$ cat src/rtl/hazard_pkg.sv
// Shared encodings for the forwarding/hazard unit.
// Latency: n/a (types and constants only).
// Backpressure: n/a.
package hazard_pkg;

  // Operand source selects, as registered into EX timing
  localparam logic [1:0] FWD_NONE = 2'b00;  // register file
  localparam logic [1:0] FWD_EX   = 2'b10;  // EX/MEM result
  localparam logic [1:0] FWD_MEM  = 2'b01;  // MEM/WB write-back value

  // Memory-wait controller state
  typedef enum logic {
    RUN      = 1'b0,
    MEM_WAIT = 1'b1
  } state_t;

endpackage

$ cat src/rtl/fwd_compare.sv
// Per-source compare: next forwarding select and load-use hit for one ID operand.
// Latency: combinational.
// Backpressure: none; the top decides when the result is registered.
module fwd_compare
  import hazard_pkg::*;
#(
  parameter int REG_AW = 4
) (
  input  logic [REG_AW-1:0] i_src,
  input  logic              i_use,
  input  logic [REG_AW-1:0] i_ex_rd,
  input  logic              i_ex_rw,
  input  logic              i_ex_ld,
  input  logic [REG_AW-1:0] i_mem_rd,
  input  logic              i_mem_rw,
  output logic [1:0]        o_nxt_sel,
  output logic              o_lu_hit
);

  logic w_ex_hit;
  logic w_mem_hit;

  // Register 0 is hardwired zero, so it never matches a producer
  assign w_ex_hit  = i_use && i_ex_rw  && (i_ex_rd  != '0) && (i_ex_rd  == i_src);
  assign w_mem_hit = i_use && i_mem_rw && (i_mem_rd != '0) && (i_mem_rd == i_src);

  // Youngest producer (EX/MEM) wins over the older one (MEM/WB)
  always_comb begin
    o_nxt_sel = FWD_NONE;
    if (w_ex_hit)       o_nxt_sel = FWD_EX;
    else if (w_mem_hit) o_nxt_sel = FWD_MEM;
  end

  // A load in ID/EX cannot forward its data in time: one bubble needed
  assign o_lu_hit = w_ex_hit && i_ex_ld;

endmodule

$ cat src/rtl/fwd_hazard_unit.sv
// Forwarding selects (computed at ID, registered to EX), operand muxes, load-use and memory-wait stalls.
// Latency: selects 1 cycle ID->EX; operand mux and stall outputs combinational.
// Backpressure: stall_all freezes on a pending load miss (bounded by MAX_WAIT); stall_id/bubble_ex on load-use.
module fwd_hazard_unit
  import hazard_pkg::*;
#(
  parameter int REG_AW   = 4,
  parameter int DATA_W   = 16,
  parameter int NUM_SRC  = 2,
  parameter int CNT_W    = 16,
  parameter int MAX_WAIT = 15
) (
  input  logic                      clk,
  input  logic                      rst_n,
  input  logic [NUM_SRC*REG_AW-1:0] id_src,
  input  logic [NUM_SRC-1:0]        id_use,
  input  logic [REG_AW-1:0]         ex_rd,
  input  logic                      ex_rw,
  input  logic                      ex_ld,
  input  logic [REG_AW-1:0]         mem_rd,
  input  logic                      mem_rw,
  input  logic                      mem_ld,
  input  logic                      mem_ready,
  input  logic [DATA_W-1:0]         mem_res,
  input  logic [DATA_W-1:0]         wb_res,
  input  logic [NUM_SRC*DATA_W-1:0] rf_data,
  input  logic                      flush,
  input  logic                      cnt_clr,
  output logic [NUM_SRC*2-1:0]      fwd_sel,
  output logic [NUM_SRC*DATA_W-1:0] opnd,
  output logic                      stall_id,
  output logic                      bubble_ex,
  output logic                      stall_all,
  output logic                      mem_err,
  output logic [CNT_W-1:0]          stall_cnt
);

  localparam int WAIT_W = $clog2(MAX_WAIT + 1);

  logic [NUM_SRC*2-1:0] r_fwd_sel;
  logic [NUM_SRC*2-1:0] w_nxt_sel;
  logic [NUM_SRC-1:0]   w_lu_vec;
  logic                 w_lu;
  logic                 w_timeout;
  state_t               r_state;
  state_t               w_state_nxt;
  logic [WAIT_W-1:0]    r_wait_cnt;
  logic [WAIT_W-1:0]    w_wait_nxt;
  logic                 w_err_set;
  logic                 r_mem_err;
  logic [CNT_W-1:0]     r_stall_cnt;

  // One comparator and one operand mux per source channel
  for (genvar g = 0; g < NUM_SRC; g++) begin : g_src
    fwd_compare #(.REG_AW(REG_AW)) u_cmp (
      .i_src     (id_src[g*REG_AW +: REG_AW]),
      .i_use     (id_use[g]),
      .i_ex_rd   (ex_rd),
      .i_ex_rw   (ex_rw),
      .i_ex_ld   (ex_ld),
      .i_mem_rd  (mem_rd),
      .i_mem_rw  (mem_rw),
      .o_nxt_sel (w_nxt_sel[g*2 +: 2]),
      .o_lu_hit  (w_lu_vec[g])
    );

    assign opnd[g*DATA_W +: DATA_W] =
      (r_fwd_sel[g*2 +: 2] == FWD_EX)  ? mem_res :
      (r_fwd_sel[g*2 +: 2] == FWD_MEM) ? wb_res  :
                                         rf_data[g*DATA_W +: DATA_W];
  end

  assign w_lu = |w_lu_vec;

  // The final wait cycle releases the freeze so the pipe can move on with mem_err flagged
  assign w_timeout = (r_state == MEM_WAIT) && (r_wait_cnt == WAIT_W'(MAX_WAIT));
  assign stall_all = mem_ld && !mem_ready && !w_timeout;
  assign stall_id  = w_lu && !flush && !stall_all;
  assign bubble_ex = (w_lu || flush) && !stall_all;

  // Selects hold under a freeze, clear for a bubble, otherwise track ID
  always_ff @(posedge clk or negedge rst_n) begin
    if (!rst_n)               r_fwd_sel <= '0;
    else if (stall_all)       r_fwd_sel <= r_fwd_sel;
    else if (flush || w_lu)   r_fwd_sel <= '0;
    else                      r_fwd_sel <= w_nxt_sel;
  end

  // Memory-wait controller: next state, wait counter and timeout flag
  always_comb begin
    w_state_nxt = r_state;
    w_wait_nxt  = r_wait_cnt;
    w_err_set   = 1'b0;
    case (r_state)
      RUN: begin
        if (mem_ld && !mem_ready) begin
          w_state_nxt = MEM_WAIT;
          w_wait_nxt  = WAIT_W'(1);
        end
      end
      MEM_WAIT: begin
        if (mem_ready) begin
          w_state_nxt = RUN;
        end else if (w_timeout) begin
          w_state_nxt = RUN;
          w_err_set   = 1'b1;
        end else begin
          w_wait_nxt  = r_wait_cnt + WAIT_W'(1);
        end
      end
      default: w_state_nxt = RUN;
    endcase
  end

  // State, wait counter and sticky error registers
  always_ff @(posedge clk or negedge rst_n) begin
    if (!rst_n) begin
      r_state    <= RUN;
      r_wait_cnt <= '0;
      r_mem_err  <= 1'b0;
    end else begin
      r_state    <= w_state_nxt;
      r_wait_cnt <= w_wait_nxt;
      if (w_err_set) r_mem_err <= 1'b1;
    end
  end

  // Saturating stall-cycle counter; a clear beats a concurrent increment
  always_ff @(posedge clk or negedge rst_n) begin
    if (!rst_n)                                       r_stall_cnt <= '0;
    else if (cnt_clr)                                 r_stall_cnt <= '0;
    else if ((stall_all || stall_id) && (r_stall_cnt != '1))
                                                      r_stall_cnt <= r_stall_cnt + CNT_W'(1);
  end

  assign fwd_sel   = r_fwd_sel;
  assign mem_err   = r_mem_err;
  assign stall_cnt = r_stall_cnt;

endmodule
$ cat config.mk
export PLATFORM = sky130hd
export DESIGN_NAME = fwd_hazard_unit
export DESIGN_NICKNAME = d
export VERILOG_FILES = /design/src/rtl/hazard_pkg.sv /design/src/rtl/fwd_compare.sv /design/src/rtl/fwd_hazard_unit.sv
export SDC_FILE = /design/constraint.sdc
export NUM_CORES = 1
export LEC_CHECK = 0
export CAP_MARGIN = 20
export CORE_UTILIZATION = 35
export DETAILED_ROUTE_END_ITERATION = 8
export DONT_BUFFER_PORTS = 1
export HOLD_SLACK_MARGIN = 0.12
export PLACE_DENSITY = 0.59
export RECOVER_POWER = 50
export SYNTH_ARGS = -nofsm -noshare
export SYNTH_HDL_FRONTEND = slang
export SYNTH_HIERARCHICAL = 1
export SYNTH_SLANG_ARGS = --single-unit
$ cat constraint.sdc
create_clock -name clk -period 2.6 [get_ports clk]
set_clock_uncertainty 0.15 [all_clocks]
set_input_delay 0.39 -clock clk [delete_from_list [all_inputs] [get_ports clk]]
set_output_delay 0.39 -clock clk [all_outputs]
set_load 0.02 [all_outputs]
* Word level (Yosys, flattened, before mapping)
Index checks and enable logic that the tools add are counted.
** Storage, ports and cells
- Register bits after elaboration :: 26
- Word-level logic and storage cells :: 75
- Bits of input ports :: 91
** Operators by class
- Equality and inequality tests :: 13
- Multiplexer cells :: 22
- Add/subtract/negate cells :: 2
- Bitwise logic cells :: 1
- Reduce and logical (&&, ||, !) cells :: 32
** Operators by type and width (count)
- $mux W16 :: 6
- $logic_and A1 B1 Y1 :: 21
- $add A16 B1 Y16 const B :: 1
- $eq A4 B4 Y1 :: 4
- $mux W4 :: 4
- $ne A16 B16 Y1 const B :: 1
- $mux W1 :: 8
- $pmux W4 S2 :: 1
- $reduce_bool A4 Y1 :: 2
- $ne A2 B2 Y1 const B :: 3
- $add A4 B1 Y4 const B :: 1
- $eq A2 B1 Y1 const B :: 2
- $eq A2 B2 Y1 const B :: 2
- $eq A4 B4 Y1 const B :: 1
- $logic_not A1 Y1 :: 4
- $mux W2 :: 2
- $reduce_and A3 Y1 :: 1
- $logic_or A1 B1 Y1 :: 2
- $pmux W1 S2 :: 1
- $reduce_bool A2 Y1 :: 1
- $reduce_or A2 Y1 :: 1
- $not A1 Y1 :: 1

* Longest topological paths before layout
- Word-level depth :: 11
- Depth in mapped cells :: 9
- Depth with buffers taken out :: 8

* Hierarchy
The synthesis kept the hierarchy.
** By module, submodules not included
- fwd_hazard_unit :: area an instance 2372.3 um^2, cells each 293, instances 1, sequential area each 650.6 um^2
- fwd_compare :: area an instance 148.9 um^2, cells each 22, instances 2, sequential area each 0.0 um^2

* Worst setup path after synthesis
No wires, ideal clock.
- Path type :: register to output
- Start :: register r_wait_cnt[0]
- End :: output stall_id
- Arrival time :: 1.654 ns
- Stages on the path, launching flop included :: 6
- Setup slack :: 0.406 ns
- Buffers on the path :: 1
- Path through :: dfrtp_1 > ha_1 > and4_4 > nor2_1 > clkbuf_1 > nor3_1
** On the way
- Longest elaborated chain between the ends :: 6
** RTL lines
- from (decl) :: RTL line fwd_hazard_unit.sv:47 : logic [WAIT_W-1:0] r_wait_cnt;
- from (signal assigned) :: RTL line fwd_hazard_unit.sv:123 : r_wait_cnt <= w_wait_nxt;
- $eq A4 B4 Y1 :: RTL line fwd_hazard_unit.sv:76 : assign w_timeout = (r_state == MEM_WAIT) && (r_wait_cnt == WAIT_W'(MAX_WAIT));
- $logic_and A1 B1 Y1 :: RTL line fwd_hazard_unit.sv:76
- $logic_not A1 Y1 :: RTL line fwd_hazard_unit.sv:77 : assign stall_all = mem_ld && !mem_ready && !w_timeout;
- $logic_and A1 B1 Y1 :: RTL line fwd_hazard_unit.sv:77
- net stall_all :: RTL line fwd_hazard_unit.sv:33 : output logic stall_all,
- $logic_not A1 Y1 :: RTL line fwd_hazard_unit.sv:78 : assign stall_id = w_lu && !flush && !stall_all;
- $logic_and A1 B1 Y1 :: RTL line fwd_hazard_unit.sv:78
- to (decl) :: RTL line fwd_hazard_unit.sv:31 : output logic stall_id,
The timed path passes the listed nets, and every way through them passes these cells.

* Worst setup path after layout
- Start :: register r_fwd_sel[1], in the netlist fwd_sel[1]
- End :: output opnd[1]
** On the way
- Longest elaborated chain between the ends :: 3
- Elaborated cells on any way between the ends :: 4
- Classes of those cells :: 2 x eq/ne; 2 x mux
** RTL lines
- from (decl) :: RTL line fwd_hazard_unit.sv:40 : logic [NUM_SRC*2-1:0] r_fwd_sel;
- from (signal assigned) :: RTL line fwd_hazard_unit.sv:84 : else if (stall_all) r_fwd_sel <= r_fwd_sel;
- from (signal assigned) :: RTL line fwd_hazard_unit.sv:86 : else r_fwd_sel <= w_nxt_sel;
- $eq A2 B1 Y1 :: RTL line fwd_hazard_unit.sv:69 : (r_fwd_sel[g*2 +: 2] == FWD_MEM) ? wb_res :
- $mux W16 :: RTL line fwd_hazard_unit.sv:69
- $mux W16 * :: RTL line fwd_hazard_unit.sv:68 : (r_fwd_sel[g*2 +: 2] == FWD_EX) ? mem_res :
- to (decl) :: RTL line fwd_hazard_unit.sv:30 : output logic [NUM_SRC*DATA_W-1:0] opnd,
Every way passes the cells marked *; elsewhere a longest branch is shown, timed or not.

==> metrics.md <==
| Metric | Value |
|---|---|
| PnR worst setup slack | `0.315 ns` |
| Most frequent cell after synthesis | `a21oi_1` |
| Post-DP Area | `2790 um^2` |
| Synth Register Bits | `26` |
| Pin count of the biggest net entering global routing | `48` |
| Syn Inst Count | `337` |
| CP Capture Type | `output pin` |
| Top FF cell, synth | `dfrtp_1` |
| Vias | `2416` |
| Maxcap violations | `0` |
| CP peak stage delay | `0.45 ns` |
| WL final | `6810 um` |
| Layout Nets | `424` |
| CTS buffer count | `3` |
| Kind of critical path | `register to output pin` |
| Vias in the first global route | `2225` |
| Die area | `7980 um^2` |
| CP Max Fanout | `33` |
| Rows | `31` |
| Yosys top cell by area | `dfrtp_1` |
| EDFF count, synth | `0` |
| Worst path slowest cell | `clkbuf_2` |
| DIE HEIGHT | `89.3 um` |
| Final Hold Viols | `0` |
| Detail Placement HPWL | `5160 um` |
| Switch share | `29.5%` |
| Flop pwr share | `44.5%` |
| Placer Congestion | `0.779` |
| Pwr per Cell Area | `359 nW/um^2` |
| Hold WC Path Type | `input port to register` |
| Dpl ws | `0.315 ns` |
| Status | `completed` |
| Post-synth ARST share | `100%` |
| First drt pass iteration count | `4` |
| Synth Net Count | `430` |
| Clock Path Buffers | `2` |
| Placed Instances | `422` |
| Slew margin rel. | `4.63%` |
| RSZ-0062 raised after global routing | `no` |
| Tmin final | `2.29 ns` |
| YS warnings | `6` |
| Vias per cell | `5.63` |
| Initial drt markers | `39` |
| Post-synthesis sequential area ratio | `24.4%` |
| CTS tree | `done` |
| IO Port Bufs | `0` |
| Combinational share of power | `23.1%` |
| P&R area growth vs syn | `7.54%` |
| Post-DRT Antenna Nets | `0` |
| Final Cell Area | `2870 um^2` |
| Tot Pwr | `1.03 mW` |
| Post-synth top area share | `24.4%` |
| P_int | `0.727 mW` |
| DRC viols | `0` |
| Final setup violation count | `0` |
| Final hold slack | `0.230 ns` |
| Period Utilization, post-route | `87.9%` |
| Setup bufs post-CTS | `0` |
| Die W | `89.3 um` |
| Clock latency on the worst-skew pair | `0.27 ns` |
| Critical Path Start Type | `register` |
| Clock power share | `32.4%` |
| Sink Count | `26` |
| Leakage | `0.958 nW` |
| GRT Resource Usage Total | `15.5%` |
| Reg2reg setup slack | `0.37 ns` |
| Ports | `147` |
| Fin cells | `429` |
| Congestion Overflow GR | `0` |
| Psw | `0.304 mW` |
| Crit-path leading delay family | `buffers and inverters` |
| Initial antenna violation count | `0` |
| Synthesized area | `2670 um^2` |
| Syn avg cell area | `7.92 um^2` |
| Layout cells sized above 1 | `7.58%` |
| Clock root buffer master | `clkbuf_8` |
| Yosys cell types | `38` |
| Clock transition at path regs | `0.08 ns` |
| Final Util | `39.2%` |
| Setup TNS | `0 ns` |
| Initial Util | `36.4%` |
| Synth top cells by count | `a21oi_1 (41), nor2b_1 (34), a211oi_1 (32), mux2i_1 (32), nor2_1 (27)` |
| Cell Chain, Critical Path | `clkbuf_2 > a211oi_1 > a21oi_1 > buf_4` |
| Crit path DAT | `1.75 ns` |
| Slew Limit Fails | `0` |
| CORE AREA | `7330 um^2` |
| First-pass GRT wire length | `9880 um` |
| N_diodes | `0` |
| Largest cells by area after synthesis | `dfrtp_1 (24%), mux2i_1 (12%), a211oi_1 (9.0%)` |
| Worst-margin pin slew | `1.43 ns` |
| F_max | `0.438 GHz` |
| Max VDD drop | `0.364 mV` |
| Worst path required time | `2.06 ns` |
| # H-tree levels | `1` |
| CP bufs+invs | `2` |
| Drt wl/cell | `15.9 um` |
## state kept, by name, summed over array words and instances, names as in the netlist
signal	flops
fwd_sel	4
mem_err	1
r_state	1
r_wait_cnt	4
stall_cnt	16
## cell usage in the layout, fill, tap and decap left out, drive strengths merged, types with 3 or more instances in the layout
| master | netlist | final |
|---|---|---|
| a21oi | 41 | 41 |
| nor2b | 34 | 34 |
| mux2i | 32 | 32 |
| a211oi | 32 | 32 |
| nor2 | 27 | 27 |
| dfrtp | 26 | 26 |
| nand2 | 23 | 23 |
| nor3 | 15 | 15 |
| xnor2 | 14 | 14 |
| xor2 | 12 | 12 |
| buf | 13 | 8 |
| nor4 | 7 | 7 |
| clkbuf | 12 | 7 |
| o21ai | 6 | 6 |
| nand4 | 5 | 5 |
| and3 | 5 | 5 |
| nand3 | 5 | 5 |
| and2 | 4 | 4 |
| o21bai | 3 | 3 |
| and4 | 3 | 3 |
## path summary, 6_finish.rpt
check | endpoint | cells past startpoint | from
max | opnd[1] | 4 | fwd_sel[1]$_DFFE_PN0N_
min reg2reg | fwd_sel[1]$_DFFE_PN0N_ | 2 | fwd_sel[1]$_DFFE_PN0N_
min | r_wait_cnt[3]$_DFFE_PN0P_ | 3 | mem_ready
max in group asynchronous | fwd_sel[2]$_DFFE_PN0N_ | 2 | rst_n
max reg2reg | stall_cnt[3]$_DFFE_PN0P_ | 7 | stall_cnt[0]$_DFFE_PN0P_
min in group asynchronous | stall_cnt[15]$_DFFE_PN0P_ | 2 | rst_n
## what timing repair did
| action | in CTS | in global routing |
|---|---|---|
| endpoints found under the setup margin | 0 | 0 |
| resized for setup | 0 | 0 |
| hold endpoints to repair | 41 | 0 |
| hold buffers | 3 | 0 |
## cell families (layout without fill, tap and decap cells)
| group | count (synthesis) | in the layout | synth area share (%) |
|---|---|---|---|
| buffers and inverters | 27 | 20 | 4.69 |
| XOR/XNOR | 26 | 26 | 8.53 |
| multiplexers | 32 | 32 | 12.0 |
| flip-flops | 26 | 26 | 24.4 |
| adder cells (fa/ha/maj) | 2 | 2 | 0.937 |
| AND/OR/NAND/NOR | 137 | 137 | 28.9 |
| AO/OA/AOI/OAI | 87 | 87 | 20.6 |
## final cells by class
cell class              instances  area (um^2)
multi-input cells             284         1890
repair buffers                 14          123
fillers                       754         4460
flip-flops and latches         26          653
inverters                       2         7.51
clock buffers                   3         41.3
well taps                      99          124
clock inverters                 1         30.0
## power groups by stage
stage	clock, mW	combinational (mW)	sequential, mW
after floorplan	0	0.200	0.459
after global placement	0	0.222	0.465
after detailed placement	0	0.226	0.467
after CTS	0.348	0.245	0.459
after global routing	0.357	0.269	0.462
final	0.334	0.238	0.459
## per-layer routing
layer  share of wire [%]  global-route usage [%]  vias up
met5                   0                       0        -
met4                0.43                    2.45        0
met3                 8.2                    2.86        4
met2                  51                    30.9       87
met1                  40                    17.2     1116
li1                    -                       -     1209
## worst register-to-register path: stages, from the launching register on
cell,delay (ns)
dfrtp_1,0.53
ha_1,0.28
nand4_1,0.18
nor4_2,0.43
buf_4,0.26
nor3_1,0.08
xnor2_1,0.14
nor2_1,0.05
(Power assumes the default switching activity.)
